--- src/rtl/wb_regfile.sv ---
// wb_regfile: register file, two combinational read ports, pending-write scoreboard raising RAW/WAW issue stall.
// Writes visible 1 cycle after the edge; define WB_BYPASS_EN for write-first bypass that releases the stall in the WB cycle.
module wb_regfile #(
  parameter int XLEN = 32,
  parameter int NREG = 32,
  parameter int AW   = 5
) (
  input  logic            clk,
  input  logic            rst_n,
  input  logic [AW-1:0]   rs1_addr,
  input  logic [AW-1:0]   rs2_addr,
  output logic [XLEN-1:0] rs1_data,
  output logic [XLEN-1:0] rs2_data,
  input  logic            issue_valid,
  input  logic [AW-1:0]   issue_rd,
  output logic            issue_stall,
  input  logic            WB_En,
  input  logic [AW-1:0]   WB_Addr,
  input  logic [XLEN-1:0] WB_Data
);

  localparam logic [0:0] IDLE    = 1'b0;
  localparam logic [0:0] PENDING = 1'b1;

  logic [XLEN-1:0] regs_q  [NREG];
  logic [XLEN-1:0] regs_d  [NREG];
  logic [0:0]      state_q [NREG];
  logic [0:0]      state_d [NREG];
  logic [NREG-1:0] busy;

  logic wb_wr;
  logic issue_fire;
  logic clr_rs1, clr_rs2, clr_rd;
  logic hz_rs1, hz_rs2, hz_rd;

  assign wb_wr      = WB_En && (WB_Addr != '0);
  assign issue_fire = issue_valid && !issue_stall && (issue_rd != '0);

  always_comb begin
    busy[0] = 1'b0;
    for (int i = 1; i < NREG; i++) begin
      busy[i] = (state_q[i] == PENDING);
    end
  end

`ifdef WB_BYPASS_EN
  // A register retiring this cycle is forwarded, so it no longer blocks issue.
  assign clr_rs1  = WB_En && (WB_Addr == rs1_addr);
  assign clr_rs2  = WB_En && (WB_Addr == rs2_addr);
  assign clr_rd   = WB_En && (WB_Addr == issue_rd);
  assign rs1_data = (rs1_addr == '0) ? '0 :
                    (wb_wr && (WB_Addr == rs1_addr)) ? WB_Data : regs_q[rs1_addr];
  assign rs2_data = (rs2_addr == '0) ? '0 :
                    (wb_wr && (WB_Addr == rs2_addr)) ? WB_Data : regs_q[rs2_addr];
`else
  assign clr_rs1  = 1'b0;
  assign clr_rs2  = 1'b0;
  assign clr_rd   = 1'b0;
  assign rs1_data = (rs1_addr == '0) ? '0 : regs_q[rs1_addr];
  assign rs2_data = (rs2_addr == '0) ? '0 : regs_q[rs2_addr];
`endif

  assign hz_rs1      = (rs1_addr != '0) && busy[rs1_addr] && !clr_rs1;
  assign hz_rs2      = (rs2_addr != '0) && busy[rs2_addr] && !clr_rs2;
  assign hz_rd       = (issue_rd != '0) && busy[issue_rd] && !clr_rd;
  assign issue_stall = issue_valid && (hz_rs1 || hz_rs2 || hz_rd);

  // Entry 0 is never updated, so it stays at its reset value of zero and IDLE.
  always_comb begin
    for (int i = 0; i < NREG; i++) begin
      regs_d[i]  = regs_q[i];
      state_d[i] = state_q[i];
    end
    for (int i = 1; i < NREG; i++) begin
      if (wb_wr && (WB_Addr == AW'(i))) begin
        regs_d[i] = WB_Data;
      end
      case (state_q[i])
        IDLE: begin
          if (issue_fire && (issue_rd == AW'(i))) state_d[i] = PENDING;
        end
        PENDING: begin
          // A same-cycle issue to this register keeps ownership with the newer writer.
          if (!(issue_fire && (issue_rd == AW'(i))) && wb_wr && (WB_Addr == AW'(i)))
            state_d[i] = IDLE;
        end
        default: state_d[i] = IDLE;
      endcase
    end
  end

  always_ff @(posedge clk or negedge rst_n) begin
    if (!rst_n) begin
      for (int i = 0; i < NREG; i++) begin
        regs_q[i]  <= '0;
        state_q[i] <= IDLE;
      end
    end else begin
      for (int i = 0; i < NREG; i++) begin
        regs_q[i]  <= regs_d[i];
        state_q[i] <= state_d[i];
      end
    end
  end

endmodule

--- config.mk ---
export PLATFORM = sky130hd
export DESIGN_NAME = wb_regfile
export DESIGN_NICKNAME = d
export VERILOG_FILES = /design/src/rtl/wb_regfile.sv
export SDC_FILE = /design/constraint.sdc
export NUM_CORES = 2
export LEC_CHECK = 0
export ABC_AREA = 1
export CAP_MARGIN = 5
export CELL_PAD_IN_SITES_DETAIL_PLACEMENT = 0
export CELL_PAD_IN_SITES_GLOBAL_PLACEMENT = 2
export CORE_ASPECT_RATIO = 1.1
export CORE_MARGIN = 2
export CORE_UTILIZATION = 35
export CTS_BUF_LIST = sky130_fd_sc_hd__clkbuf_2 sky130_fd_sc_hd__clkbuf_4 sky130_fd_sc_hd__clkbuf_8
export CTS_CLUSTER_DIAMETER = 80
export DETAILED_ROUTE_END_ITERATION = 8
export PLACE_DENSITY_LB_ADDON = 0.1
export REMOVE_ABC_BUFFERS = 1
export SLEW_MARGIN = 0
export SYNTH_ARGS = -nofsm -noshare
export SYNTH_HDL_FRONTEND = slang
export SYNTH_SLANG_ARGS = --single-unit
--- constraint.sdc ---
create_clock -name clk -period 3.31 [get_ports clk]
set_clock_uncertainty 0.15 [all_clocks]
set_input_delay 0.993 -clock clk [delete_from_list [all_inputs] [get_ports clk]]
set_output_delay 0.993 -clock clk [all_outputs]
set_load 0.005 [all_outputs]
==> flow_summary.ini <==
[sta]
hold_viol_final = 0
period_share = 1.21
fin_ws_ns = -0.709
period_needed_ns = 4.02
slew_headroom = 0.561
slew_viol_final = 0
fmax_ghz = 0.249
finalSetupViolations = 65
rsz0062_at_grt = yes
worst_pin_slew_ns = 0.659
finalSetupTns_ns = -33.15

[drt]
dr.pass1.iters = 8
drc = 0
wl_per_cell_um = 27.5
drt_iter0_drc = 6696
ant_nets = 0
totalWireLength_mm = 275
viasPerCell = 5.78
vias = 57800

[floorplan]
dieArea_um2 = 160000
io_pins = 121
core_area_um2 = 156000
die_h_um = 420
row_count = 152
start_util = 0.352
fp.dieW_um = 382

[logic_synthesis]
syn_area_um2 = 55000
synth-edff-count = 0
synth.most_common_cell = o21ai_0
synth_area_leader_cell = dfrtp_1
ys_seq_elements = 1023
ys.warnings.count = 0
synthCells = 7298
synth_area_per_cell_um2 = 7.54
synth_top_cell_area_share = 0.465
async_flop_share = 1.00
yosys-top-cells-area = dfrtp_1 47%, o21ai_0 16%, nand2_1 11%
synth.distinct_cells = 45
synth-seq-area-share = 0.465
synth_ff_type = dfrtp_1
ys_top_cells_by_count = 1785 x o21ai_0, 1628 x nand2_1, 1023 x dfrtp_1, 580 x nor2_1, 475 x clkbuf_1

[layout]
drive_gt1_frac = 0.213
area_growth_pct = 33.8
nets = 7828
utilization = 0.472

[setup_path]
critical_path_peak_fanout = 8
critPathCaptureType = output port
crit_type = input port to output port
crit_arrival_ns = 2.88
required_ns = 2.17
start_kind = input port

[min_path]
worstHoldPathType = flip-flop to flip-flop

[power_and_ir_drop]
powerDensity_nw_per_um2 = 534
leakagePower_uw = 0.0329
ir_drop_v = 0.000415

[clock_network]
insertion_delay_ns = 0.97
cts_buffer_depth = 3
path_clk_slew_ns = 0.06
cts_made_buffers = 190
cts_htree_levels = 4
cts-root-buf = clkbuf_8
clock_sinks = 1023
cts_tree = done

[global_route]
grt_pass1_vias = 54500
antenna_found_initial = 8
grt_max_degree = 95
grt_pass1_wl_mm = 387
grt_usage = 0.328
overflow = 0

[run_status]
violations = negative setup slack
status = finished, violations left

[place]
dp_hpwl_mm = 155
numPortBuffers = 120
gp_congestion = 0.875

[run]
drv_cap = 0
registers in the layout, indices dropped and copies added (netlist names):
signal  flops
busy       31
regs_q    992
path summary, 6_finish.rpt:
check | from | end | slack [ns] | depth (start not counted)
max in group asynchronous | rst_n | regs_q[546] | 1.57 | 4
hold / removal | regs_q[738] | regs_q[738] | 0.33 | 2
hold reg to reg | regs_q[738] | regs_q[738] | 0.33 | 2
min in group asynchronous | rst_n | regs_q[855] | 0.40 | 2
setup / recovery | rs2_addr[0] | rs2_data[23] | -0.71 | 17
setup reg to reg | busy[8] | busy[28] | 1.14 | 11
where the power goes:
part | switching, µW | total [µW] | leakage, µW | internal (µW)
logic | 4970 | 8710 | 0.0174 | 3740
registers | 1970 | 16800 | 0.0133 | 14900
clock network | 6100 | 13800 | 0.00223 | 7660
total | 13000 | 39300 | 0.0329 | 26300
stage by stage:
step,instances,worst slack (ns),area [µm²],hold slack [ns],power (µW)
after floorplan,6574,-4.21,51700,0.299,20500
after global placement,9367,-1.14,62800,0.317,24200
after detailed placement,9367,-1.10,62800,0.320,24300
after CTS,9842,-0.836,70200,0.326,38700
after global routing,10000,-0.764,73600,0.347,41300
final,10000,-0.709,73600,0.332,39300
logic make-up after synthesis:
logic type	Yosys count	share of synthesized area
buffers and inverters	1004	0.0790
and+or+nand+nor	2445	0.174
DFF	1023	0.465
AOI/OAI and AO/OA	2826	0.282
placed cells by master, fill, tap and decap left out, types with 21 or more instances in the layout:
cell type and count:
o21ai_0 1558, nand2_1 1558, dfrtp_1 1023, nor2_1 547, buf_4 434, a21oi_1 377
inv_1 266, buf_12 236, clkbuf_8 230, o21ai_1 223, o22ai_1 118, buf_6 100
a22oi_1 97, o211ai_1 88, nand3_1 84, nor3_1 75, clkbuf_4 72, a21oi_2 61
buf_16 61, o21ai_2 52, buf_2 43, clkdlybuf4s50_1 42, buf_8 39, nand2_4 38
nand2_2 33, a22oi_2 33, nand4_1 33, clkbuf_16 33, a221oi_1 32, o21a_1 31
nor2_2 28, a221oi_2 28, o2111ai_1 27, clkinv_2 21
worst max-delay path: stages:
cell      delay (ns)
buf_12          0.13
clkinv_8        0.05
nor2_4          0.03
buf_12          0.14
buf_16          0.12
buf_8           0.14
buf_8           0.13
buf_12          0.13
buf_8           0.13
buf_6           0.12
a22oi_2         0.15
nand2_2         0.09
a21oi_2         0.13
o21ai_1         0.08
nor2_1          0.12
nor2_2          0.06
buf_2           0.12
timing repair:
item | CTS | global route
setup endpoints to repair | 65 | 65
endpoints found under the hold margin | 7 | 0
buffers inserted | 105 | 140
gates resized for setup | 589 | 576
pin swaps | 129 | 249
gates cloned | 33 | 37
hold buffers | 1 | 0
layer usage:
layer,vias to the layer above,global-route usage,routed length (µm)
li1,26000,-,-
met3,528,0.0567,21400
met2,2710,0.506,122000
met5,-,0,0
met4,0,0.126,11000
met1,28600,0.457,120000
area by class of cell:
type                       count  area [µm²]
antenna                        2        5.00
clock buffer                 302        3710
clock inverter                41         457
fill                       15400       82500
inverter                     280        1170
multi-input combinational   5271       27000
sequential                  1023       25600
tap                         2079        2600
timing repair buffer        1005       13100
timing repair inverter         1        30.0
(Power assumes the default switching activity.)
